==> config.mk <==
export PLATFORM = sky130hd
export DESIGN_NAME = instr_sequencer_flat
export DESIGN_NICKNAME = d
export VERILOG_FILES = /design/src/rtl/instr_sequencer_if.sv /design/src/rtl/instr_sequencer.sv /design/src/flat_wrapper.sv
export SDC_FILE = /design/constraint.sdc
export NUM_CORES = 1
export LEC_CHECK = 0
export ABC_AREA = 1
export CORE_AREA = 2 2 63 65
export DETAILED_ROUTE_END_ITERATION = 12
export DIE_AREA = 0 0 65 67
export GPL_TIMING_DRIVEN = 0
export PLACE_DENSITY = 0.72
export SLEW_MARGIN = 20
export SYNTH_ARGS = -nofsm -noshare
export SYNTH_HDL_FRONTEND = slang
export SYNTH_SLANG_ARGS = --single-unit
==> constraint.sdc <==
create_clock -name CLK -period 1.2 [get_ports CLK]
set_input_delay 0.24 -clock CLK [delete_from_list [all_inputs] [get_ports CLK]]
set_output_delay 0.24 -clock CLK [all_outputs]
set_load 0.03 [all_outputs]
==> src/rtl/instr_sequencer_if.sv <==
// Switch/button/controller signal bundle for instr_sequencer.
// The sequencer uses the master modport; the controller or a bench uses the slave modport.
interface instr_sequencer_if;
  logic [9:0] SW;
  logic       EXEC_BTN;
  logic       DONE;
  logic [9:0] INSTR;
  logic [1:0] TIME;
  logic       BUSY;
  logic       TIMEOUT;
  logic [7:0] INSTR_CNT;

  modport master (
    input  SW, EXEC_BTN, DONE,
    output INSTR, TIME, BUSY, TIMEOUT, INSTR_CNT
  );

  modport slave (
    output SW, EXEC_BTN, DONE,
    input  INSTR, TIME, BUSY, TIMEOUT, INSTR_CNT
  );
endinterface

==> src/rtl/instr_sequencer.sv <==
// Front end for the 10-bit controller: debounces the execute button, latches SW on
// each accepted press, steps TIME through T0..T3 and ends on DONE or watchdog.
module instr_sequencer #(
  parameter int DEBOUNCE_CYCLES = 16
) (
  input  logic                CLK,
  input  logic                RESETn,
  instr_sequencer_if.master   bus
);

  localparam int CNT_W = $clog2(DEBOUNCE_CYCLES + 1);

  typedef enum logic [1:0] {
    IDLE     = 2'd0,
    RUN      = 2'd1,
    WAIT_REL = 2'd2
  } state_e;

  state_e           state_q,       state_d;
  logic             sync1_q,       sync1_d;
  logic             sync2_q,       sync2_d;
  logic [CNT_W-1:0] db_cnt_q,      db_cnt_d;
  logic             db_level_q,    db_level_d;
  logic             db_prev_q,     db_prev_d;
  logic [9:0]       instr_q,       instr_d;
  logic [1:0]       time_q,        time_d;
  logic             busy_q,        busy_d;
  logic             timeout_q,     timeout_d;
  logic [7:0]       instr_cnt_q,   instr_cnt_d;
  logic             grace_q,       grace_d;
  logic             req;

  // Synchronizer and debounce filter.
  always_comb begin
    // NOTE: every signal gets a default before any branch so no latch is inferred.
    sync1_d    = bus.EXEC_BTN;
    sync2_d    = sync1_q;
    db_level_d = db_level_q;
    db_prev_d  = db_level_q;
    db_cnt_d   = '0;
    if (sync2_q != db_level_q) begin
      // The counter would reach DEBOUNCE_CYCLES on this edge: commit the new level.
      if (db_cnt_q == CNT_W'(DEBOUNCE_CYCLES - 1)) begin
        db_level_d = sync2_q;
      end else begin
        db_cnt_d = db_cnt_q + CNT_W'(1);
      end
    end
  end

  assign req = db_level_q & ~db_prev_q;

  // Run-control FSM.
  always_comb begin
    state_d     = state_q;
    instr_d     = instr_q;
    time_d      = time_q;
    busy_d      = busy_q;
    timeout_d   = timeout_q;
    instr_cnt_d = instr_cnt_q;
    grace_d     = grace_q;

    unique case (state_q)
      IDLE: begin
        time_d = 2'd0;
        busy_d = 1'b0;
        if (req) begin
          instr_d   = bus.SW;
          timeout_d = 1'b0;
          busy_d    = 1'b1;
          grace_d   = 1'b0;
          state_d   = RUN;
        end
      end

      RUN: begin
        // DONE is checked first so it wins over a watchdog expiring on the same edge.
        if (bus.DONE) begin
          time_d      = 2'd0;
          busy_d      = 1'b0;
          instr_cnt_d = instr_cnt_q + 8'd1;
          state_d     = WAIT_REL;
        end else if (time_q != 2'd3) begin
          time_d = time_q + 2'd1;
        end else if (!grace_q) begin
          // One extra T3 cycle covers the controller's registered DONE.
          grace_d = 1'b1;
        end else begin
          timeout_d = 1'b1;
          time_d    = 2'd0;
          busy_d    = 1'b0;
          state_d   = WAIT_REL;
        end
      end

      WAIT_REL: begin
        if (!db_level_q) begin
          state_d = IDLE;
        end
      end

      default: begin
        state_d = IDLE;
        time_d  = 2'd0;
        busy_d  = 1'b0;
      end
    endcase
  end

  always_ff @(posedge CLK or negedge RESETn) begin
    if (!RESETn) begin
      state_q     <= IDLE;
      sync1_q     <= 1'b0;
      sync2_q     <= 1'b0;
      db_cnt_q    <= '0;
      db_level_q  <= 1'b0;
      db_prev_q   <= 1'b0;
      instr_q     <= '0;
      time_q      <= 2'd0;
      busy_q      <= 1'b0;
      timeout_q   <= 1'b0;
      instr_cnt_q <= 8'd0;
      grace_q     <= 1'b0;
    end else begin
      // NOTE: non-blocking assignments so every flop samples the pre-edge values.
      state_q     <= state_d;
      sync1_q     <= sync1_d;
      sync2_q     <= sync2_d;
      db_cnt_q    <= db_cnt_d;
      db_level_q  <= db_level_d;
      db_prev_q   <= db_prev_d;
      instr_q     <= instr_d;
      time_q      <= time_d;
      busy_q      <= busy_d;
      timeout_q   <= timeout_d;
      instr_cnt_q <= instr_cnt_d;
      grace_q     <= grace_d;
    end
  end

  assign bus.INSTR     = instr_q;
  assign bus.TIME      = time_q;
  assign bus.BUSY      = busy_q;
  assign bus.TIMEOUT   = timeout_q;
  assign bus.INSTR_CNT = instr_cnt_q;

endmodule

==> src/flat_wrapper.sv <==
// flat-port wrapper written by rule: the top's interface ports become plain ports
module instr_sequencer_flat 
#(
  parameter int DEBOUNCE_CYCLES = 16
)
  (CLK, RESETn, bus_SW, bus_EXEC_BTN, bus_DONE, bus_INSTR, bus_TIME, bus_BUSY, bus_TIMEOUT, bus_INSTR_CNT);
  instr_sequencer_if bus_i ();
  input  logic CLK;
  input  logic RESETn;
  input wire logic [$bits(bus_i.SW)-1:0] bus_SW;
  input wire logic [$bits(bus_i.EXEC_BTN)-1:0] bus_EXEC_BTN;
  input wire logic [$bits(bus_i.DONE)-1:0] bus_DONE;
  output wire logic [$bits(bus_i.INSTR)-1:0] bus_INSTR;
  output wire logic [$bits(bus_i.TIME)-1:0] bus_TIME;
  output wire logic [$bits(bus_i.BUSY)-1:0] bus_BUSY;
  output wire logic [$bits(bus_i.TIMEOUT)-1:0] bus_TIMEOUT;
  output wire logic [$bits(bus_i.INSTR_CNT)-1:0] bus_INSTR_CNT;
  assign bus_i.SW = bus_SW;
  assign bus_i.EXEC_BTN = bus_EXEC_BTN;
  assign bus_i.DONE = bus_DONE;
  assign bus_INSTR = bus_i.INSTR;
  assign bus_TIME = bus_i.TIME;
  assign bus_BUSY = bus_i.BUSY;
  assign bus_TIMEOUT = bus_i.TIMEOUT;
  assign bus_INSTR_CNT = bus_i.INSTR_CNT;
  instr_sequencer #(.DEBOUNCE_CYCLES(DEBOUNCE_CYCLES)) u_core (.CLK(CLK), .RESETn(RESETn), .bus(bus_i));
endmodule
==> impl_metrics.yaml, run 1 <==
sta:
  fin_crit_ps: 1220
  final.setup.worst_slack_ps: -16.1
  rsz0062_at_grt: "yes"
  worst_pin_slew_ps: 308
  hold_slack_ps: 347
  tns_ps: -16.1
  setup_viol: 1
  fin_crit_sh_pct: 101
  fmax_mhz: 822
  slew-limit-headroom_pct: 79.4
  hold_viol: 0
  fin_skew_ps: 5.01
  slew_viol_final: 0
synthesis:
  synth_seq_cells: 34
  syn_nets: 195
  seq_area_frac_synth_pct: 54.7
  yosys.cell_types.count: 25
  muxShareOfSynthArea_pct: 0
  avgSynthCellArea_um2: 8.79
  synthAdderAreaFrac_pct: 3.22
  synth_warnings: 0
  synth_compound_area_share_pct: 1.85
  syn-cell-area_um2: 1560
  synth_top_family_by_area: "simple AND/OR/NAND/NOR gates"
  syn_inst: 177
  synth_xor_xnor_area_share_pct: 2.81
  synth-simple-area-share_pct: 32.6
setup_path:
  cp.required_ps: 1370
  worstPathArrival_ps: 1380
  path_buf_inv: 1
  crit_chain: "inv_2, nand2_4, nor2_8, nand2_4, o21ai_2, nand2_1"
  crit_path_start_kind: "flop"
  crit_slowest_cell: "dfrtp_2"
  path_delay_family: "flip-flops"
  worst-path-max-fanout: 7
  endpoint_kind: "flop"
  crit_type: "reg2reg"
  max_stage_delay_ps: 470
  cp_common_cell: "nand2_4"
grt:
  grt_start_max_net_pins: 25
  overflow: 0
  grt_pass1_vias: 1105
  grt_pass1_wl_um: 4840
  antenna_found_initial: 0
  grt_use_total_pct: 14.6
die:
  rows: 22
  core_um2: 3610
  fp.dieW_um: 65
  dieArea_um2: 4360
  die_h_um: 67
  ios: 36
  initial_utilization_pct: 43.2
route:
  drt-pass1-iter-count: 4
  wirelength_um: 3010
  vias_per_cell: 4.52
  drcViolationCount: 0
  drt_iter0_markers: 35
  final_antenna_net_count: 0
  vias: 1262
  drt-wirelength-per-cell_um: 10.8
clock_network:
  clk_path_buf_depth: 2
  htreeDepth: 2
  cts_tree: "done"
  clock-sinks: 34
  clkSlewWorstSetupHoldPaths_ps: 70
  clock_latency_ps: 280
  cts_inserted_buffers: 5
  cts-root-buf: "clkbuf_8"
power:
  p_comb_share_pct: 6.3
  ir_drop_mv: 0.632
  intPower_mw: 1.82
  power.clock.fraction_pct: 42.2
  p_leak_nw: 1.07
  switching_share_pct: 20.9
  netSwitchingPower_uw: 481
  seq_power_share_pct: 51.5
  p_per_area_nw_per_um2: 1070
cells_and_area:
  multi_input_area_um2: 672
  drive_above_1_share_pct: 32.0
  nNetsFinal: 248
  n_fill_cell: 313
  syn2layout_area_growth_pct: 37.5
  final_area_um2: 2140
  num_antenna_cells: 0
  final_core_util_pct: 59.4
  layout_commonest_cell: "nand2_1"
  regArea_um2: 860
  most-common-layout-cells: "nand2_1 (76), dfrtp_1 (27), buf_2 (18), clkdlybuf4s50_1 (12), inv_1 (11)"
status:
  outcome: "finished with violations"
  violations: "negative setup slack"
place:
  gp_congestion: 0.729
  pre_cts_ws_ps: -265
  placed_area_um2: 1990
  dp_hpwl_um: 2040
  portBuffers: 35
run:
  max-cap-violations: 0
hold_path:
  min_path_type: "reg2reg"
==> cell families after synthesis <==
logic type	count (synthesis)
simple gates	112
compound gates	5
buf+inv	17
fa+ha+maj	4
xor+xnor	5
flops	34
==> routing by layer <==
metal / GRT usage, % / routed length [µm]
met1: 18.4 / 1330
met2: 24.0 / 1490
met3: 3.04 / 114
met4: 7.18 / 74
met5: 0 / 0
==> synthesized netlist by cell type <==
cell type	instances	area [µm²]
nor2_8	1	20.0
inv_1	12	45.0
ha_1	4	50.1
buf_4	1	7.51
nor3_2	1	10.0
nand2_2	1	6.26
buf_6	1	11.3
xor2_1	2	17.5
o21ai_1	2	10.0
nand3_1	6	30.0
a21oi_1	1	5.00
nor2_2	3	18.8
o21ai_2	1	8.76
xnor2_1	3	26.3
nor2_4	1	11.3
nor3_1	1	5.00
inv_2	3	11.3
nand2_4	3	33.8
nand2b_1	1	6.26
nand4_1	4	25.0
o21ai_0	1	5.00
nor2_1	10	37.5
nor3b_1	1	7.51
dfrtp_1	34	851
nand2_1	79	297
==> what timing repair did <==
action,in CTS,in global routing
setup endpoints to repair,35,38
gates cloned,0,1
hold buffers,1,0
pin swaps,0,4
setup buffers,0,8
gates resized for setup,89,39
hold endpoints to repair,10,0
==> power groups by stage <==
stage | registers, mW | logic (mW) | clock network (mW)
floorplan | 1.23 | 0.0306 | 0
global placement | 1.21 | 0.143 | 0
detailed placement | 1.21 | 0.153 | 0
CTS | 1.18 | 0.152 | 0.999
global route | 1.19 | 0.162 | 1.05
finish | 1.18 | 0.146 | 0.970
==> worst paths after layout <==
path,to,startpoint,cells past startpoint,slack (ps)
setup reg to reg,u_core.bus.INSTR_CNT[4],u_core.state_q[1],6,-20
setup / recovery,u_core.bus.INSTR_CNT[4],u_core.state_q[1],6,-20
hold reg to reg,u_core.sync2_q,u_core.sync1_q,0,350
max in group asynchronous,u_core.bus.INSTR_CNT[4],RESETn,3,400
min in group asynchronous,u_core.bus.INSTR[9],RESETn,2,390
hold / removal,u_core.sync2_q,u_core.sync1_q,0,350
==> per-stage QoR <==
| stage | instances | total power, mW |
|---|---|---|
| after floorplan | 177 | 1.26 |
| after global placement | 260 | 1.35 |
| after detailed placement | 261 | 1.36 |
| after CTS | 270 | 2.33 |
| after global routing | 279 | 2.40 |
| final | 279 | 2.30 |
==> state kept, by name (all words and copies together), names as in the netlist <==
register / count
u_core.sync2_q: 1
u_core.state_q: 2
u_core.bus.BUSY: 1
u_core.bus.INSTR_CNT: 8
u_core.db_level_q: 1
u_core.bus.TIME: 2
u_core.db_prev_q: 1
u_core.sync1_q: 1
u_core.bus.INSTR: 10
u_core.bus.TIMEOUT: 1
u_core.grace_q: 1
u_core.db_cnt_q: 5
==> cell type report <==
cell class	count	share of cell area (%)
flip-flops and latches	34	40.2
inverters	15	2.63
well taps	48	2.81
multi-input cells	126	31.4
clock buffers	8	5.14
repair buffers	46	17.0
plain buffers	2	0.877
Power figures use the tool's default switching activity.
==> run 2, diff against run 1 <==
--- a/config.mk
+++ b/config.mk
@@ -10,7 +10,7 @@
 export DETAILED_ROUTE_END_ITERATION = 12
 export DIE_AREA = 0 0 65 67
 export GPL_TIMING_DRIVEN = 0
-export PLACE_DENSITY = 0.72
+export PLACE_DENSITY = 0.78
 export SLEW_MARGIN = 20
 export SYNTH_ARGS = -nofsm -noshare
 export SYNTH_HDL_FRONTEND = slang
==> impl_metrics.yaml, run 2 (same netlist as run 1, synthesis figures left out) <==
clock_network:
  cts_tree: "done"
  clk_path_buf_depth: 2
  clock_latency_ps: 280
  htreeDepth: 2
  cts-root-buf: "clkbuf_8"
  cts_inserted_buffers: 5
  clkSlewWorstSetupHoldPaths_ps: 70
  clock-sinks: 34
cells_and_area:
  syn2layout_area_growth_pct: 34.6
  n_fill_cell: 308
  final_core_util_pct: 58.1
  most-common-layout-cells: "nand2_1 (77), dfrtp_1 (27), buf_2 (18), inv_1 (12), clkdlybuf4s50_1 (12)"
  nNetsFinal: 245
  layout_commonest_cell: "nand2_1"
  largest_register_ffs: 10
  num_antenna_cells: 0
  drive_above_1_share_pct: 29.4
die:
  rows: 22
  die_h_um: 67
  ios: 36
  dieArea_um2: 4360
  initial_utilization_pct: 43.2
  fp.dieW_um: 65
  core_um2: 3610
power:
  p_leak_nw: 1.04
  p_per_area_nw_per_um2: 1040
  intPower_mw: 1.70
  switching_share_pct: 22.0
  p_comb_share_pct: 6.8
  p_total_mw: 2.18
  seq_power_share_pct: 54.3
  netSwitchingPower_uw: 479
  power.clock.fraction_pct: 38.9
  ir_drop_mv: 0.913
sta:
  hold_slack_ps: 357
  tns_ps: 0
  fin_crit_sh_pct: 97.5
  fin_skew_ps: 6.31
  slew_viol_final: 0
  fmax_mhz: 854
  fin_crit_ps: 1170
  slew-limit-headroom_pct: 70.9
  rsz0062_at_grt: "yes"
  hold_viol: 0
  worst_pin_slew_ps: 437
  setup_viol: 0
grt:
  grt_use_total_pct: 14.3
  grt_pass1_wl_um: 4720
  overflow: 0
  antenna_found_initial: 0
  grt_start_max_net_pins: 19
  grt_pass1_vias: 1110
place:
  gp_congestion: 0.746
  portBuffers: 35
  dp_hpwl_um: 2040
route:
  final_antenna_net_count: 0
  vias_per_cell: 4.48
  drt-wirelength-per-cell_um: 10.2
  wirelength_um: 2820
  drcViolationCount: 0
  drt-pass1-iter-count: 5
  drt_iter0_markers: 42
  vias: 1236
setup_path:
  cp.required_ps: 1370
  endpoint_kind: "flop"
  worst-path-max-fanout: 10
  crit_type: "reg2reg"
  crit_path_start_kind: "flop"
  worstPathArrival_ps: 1340
status:
  outcome: "completed"
run:
  max-cap-violations: 0
hold_path:
  min_path_type: "reg2reg"
run 2: cell types whose count changed in the layout (fill, tap and decap cells not counted), moves of 2 or more:
cell	delta
clkdlybuf4s15_2	-2
buf_4	-3
clkbuf_4	+2
clkbuf_8	-2
nor2_1	+2
nor2_2	-3
run 2: metrics by stage:
stage | instance area, µm² | setup slack (ps) | std cells
2_1_floorplan | 1560 | 5.26 | 177
3_3_place_gp | 1970 | -936 | 260
3_5_place_dp | 1990 | -255 | 261
4_1_cts | 2070 | 4.50 | 271
5_1_grt | 2100 | -28.8 | 276
6_report | 2100 | 29.6 | 276
run 2: power by group through the flow:
stage          Combinational, mW  Clock, mW  Sequential, mW
3_3_place_gp               0.143          0            1.21
2_1_floorplan             0.0306          0            1.23
3_5_place_dp               0.153          0            1.21
5_1_grt                    0.164      0.923            1.19
4_1_cts                    0.151      0.872            1.18
6_report                   0.149      0.850            1.19
run 2: cell type report:
class | instances | area (µm²) | area share (%)
buffer | 2 | 18.8 | 0.896
clock buffer | 7 | 86.3 | 4.12
clock inverter | 1 | 5.00 | 0.239
inverter | 15 | 56.3 | 2.69
multi-input combinational | 126 | 667 | 31.8
sequential | 34 | 860 | 41.0
tap | 48 | 60.1 | 2.87
timing repair buffer | 43 | 343 | 16.4
run 2: metal layers:
layer,routed length [µm],vias to the layer above,GRT usage [%]
met1,1220,554,16.3
met3,135,5,3.21
li1,-,647,-
met5,0,-,0
met4,57,0,7.98
met2,1410,30,24.9
run 2: what timing repair did:
action | 4_1_cts | 5_1_grt
buffers inserted | 1 | 5
resized for setup | 87 | 42
endpoints found under the setup margin | 25 | 35
pin swaps | 1 | 4
hold buffers | 1 | 0
endpoints found under the hold margin | 17 | 0
run 2: final timing paths:
kind | startpoint | cells after the start | endpoint | slack, ps
min in group asynchronous | RESETn | 2 | u_core.grace_q | 430
min | u_core.sync1_q | 0 | u_core.sync2_q | 360
max | u_core.state_q[1] | 6 | u_core.bus.INSTR[2] | 30
max in group asynchronous | RESETn | 3 | u_core.bus.TIME[0] | 340
max reg2reg | u_core.state_q[1] | 6 | u_core.bus.INSTR[2] | 30
min reg2reg | u_core.sync1_q | 0 | u_core.sync2_q | 360
run 2: worst max-delay path: stages (launching register included):
cell	delay, ps
dfrtp_2	450
buf_12	140
nor3_4	150
inv_2	70
buf_6	140
nand2_1	60
nand2_1	50
==> run 3, diff against run 2 <==
--- a/config.mk
+++ b/config.mk
@@ -11,6 +11,8 @@
 export DIE_AREA = 0 0 65 67
 export GPL_TIMING_DRIVEN = 0
 export PLACE_DENSITY = 0.78
+export RECOVER_POWER = 25
+export SKIP_CTS_REPAIR_TIMING = 1
 export SLEW_MARGIN = 20
 export SYNTH_ARGS = -nofsm -noshare
 export SYNTH_HDL_FRONTEND = slang
==> impl_metrics.yaml, run 3 (same netlist as run 1, synthesis figures left out) <==
cells_and_area:
  final_core_util_pct: 59.8
  n_fill_cell: 298
  syn2layout_area_growth_pct: 38.5
  num_antenna_cells: 0
  most-common-layout-cells: "nand2_1 (76), dfrtp_1 (28), inv_1 (12), clkdlybuf4s50_1 (11), clkbuf_2 (10)"
  final_area_um2: 2160
  nNetsFinal: 245
  largest_register_ffs: 10
  layout_commonest_cell: "nand2_1"
  drive_above_1_share_pct: 25.0
setup_path:
  endpoint_kind: "output pin"
  path_depth: 1
  crit_type: "reg2out"
  r2r_start: "u_core.state_q[1]"
  r2r_end: "u_core.bus.INSTR[8]"
  reg2regPathDepth: 5
  cp-endpoint: "bus_TIME[0]"
  crit_path_start: "u_core.bus.TIME[0]"
  worstPathArrival_ps: 930
  crit_path_start_kind: "flop"
  path_delay_family: "flip-flops"
  worst-path-max-fanout: 5
  cp.required_ps: 960
  crit_slowest_cell: "dfrtp_1"
  r2r_slack_ps: 30
  crit_chain: "clkbuf_2"
  path_buf_inv: 1
  max_stage_delay_ps: 420
run:
  max-cap-violations: 0
sta:
  slew_viol_final: 0
  setup_viol: 0
  fin_crit_ps: 1170
  fmax_mhz: 852
  worst_pin_slew_ps: 485
  final.setup.worst_slack_ps: 26.1
  slew-limit-headroom_pct: 67.7
  rsz0062_at_grt: "yes"
  fin_crit_sh_pct: 97.8
  hold_viol: 0
  fin_skew_ps: 6.60
die:
  core_um2: 3610
  fp.dieW_um: 65
  ios: 36
  dieArea_um2: 4360
  initial_utilization_pct: 43.2
  rows: 22
  die_h_um: 67
power:
  ir_drop_mv: 0.919
  power.clock.fraction_pct: 38.8
  p_total_mw: 2.18
  switching_share_pct: 21.8
  intPower_mw: 1.71
  p_per_area_nw_per_um2: 1010
  p_comb_share_pct: 7.0
  seq_power_share_pct: 54.3
  netSwitchingPower_uw: 476
  p_leak_nw: 1.08
grt:
  grt_use_total_pct: 13.9
  grt_pass1_vias: 1078
  grt_pass1_wl_um: 4570
  overflow: 0
  grt_start_max_net_pins: 19
  antenna_found_initial: 0
route:
  drcViolationCount: 0
  drt-pass1-iter-count: 4
  wirelength_um: 2840
  drt_iter0_markers: 49
  vias: 1250
  drt-wirelength-per-cell_um: 10.3
  final_antenna_net_count: 0
  vias_per_cell: 4.53
place:
  gp_congestion: 0.746
  portBuffers: 35
  dp_hpwl_um: 2040
  pre_cts_ws_ps: -255
  placed_area_um2: 1990
clock_network:
  cts_inserted_buffers: 5
  clk_path_buf_depth: 2
  cts-root-buf: "clkbuf_8"
  clock_latency_ps: 280
  htreeDepth: 2
  clkSlewWorstSetupHoldPaths_ps: 70
  cts_tree: "done"
  clock-sinks: 34
hold_path:
  min_path_type: "reg2reg"
  min_path_cells: 0
status:
  outcome: "completed"
## run 3: worst min-delay path by stage
stage	from	slack, ps	end
finish	u_core.sync1_q	360	u_core.sync2_q
global route	u_core.sync1_q	370	u_core.sync2_q
CTS	RESETn	-90	u_core.grace_q
detailed placement	RESETn	210	u_core.bus.INSTR[9]
global placement	u_core.sync1_q	340	u_core.sync2_q
floorplan	RESETn	-60	u_core.bus.BUSY
## run 3: area by class of cell
cell class / instances / area, µm² / share of cell area (%)
sequential: 34 / 858 / 39.8
multi-input combinational: 126 / 667 / 30.9
timing repair buffer: 44 / 415 / 19.3
clock buffer: 7 / 86.3 / 4.00
tap: 48 / 60.1 / 2.79
inverter: 15 / 56.3 / 2.61
buffer: 1 / 7.51 / 0.348
clock inverter: 1 / 5.00 / 0.232
## run 3: through the flow
step / hold slack, ps / instances / setup TNS, ps
6_report: 359 / 276 / 0
2_1_floorplan: -55.6 / 177 / 0
3_5_place_dp: 210 / 261 / -3480
3_3_place_gp: 335 / 260 / -31460
5_1_grt: 370 / 276 / -371
4_1_cts: -94.8 / 269 / -8470
## run 3: layer usage
layer	wire length, µm	part of all wire (%)	global-route usage, %
met3	134	4.7	3.21
met4	57	2.0	7.98
met5	0	0	0
met2	1430	50	24.4
met1	1220	43	15.6
## run 3: power by group through the flow
stage	clock network, mW	logic, mW	registers, mW
3_5_place_dp	0	0.153	1.21
4_1_cts	0.872	0.153	1.18
6_report	0.846	0.152	1.18
3_3_place_gp	0	0.143	1.21
5_1_grt	0.923	0.167	1.19
2_1_floorplan	0	0.0306	1.23
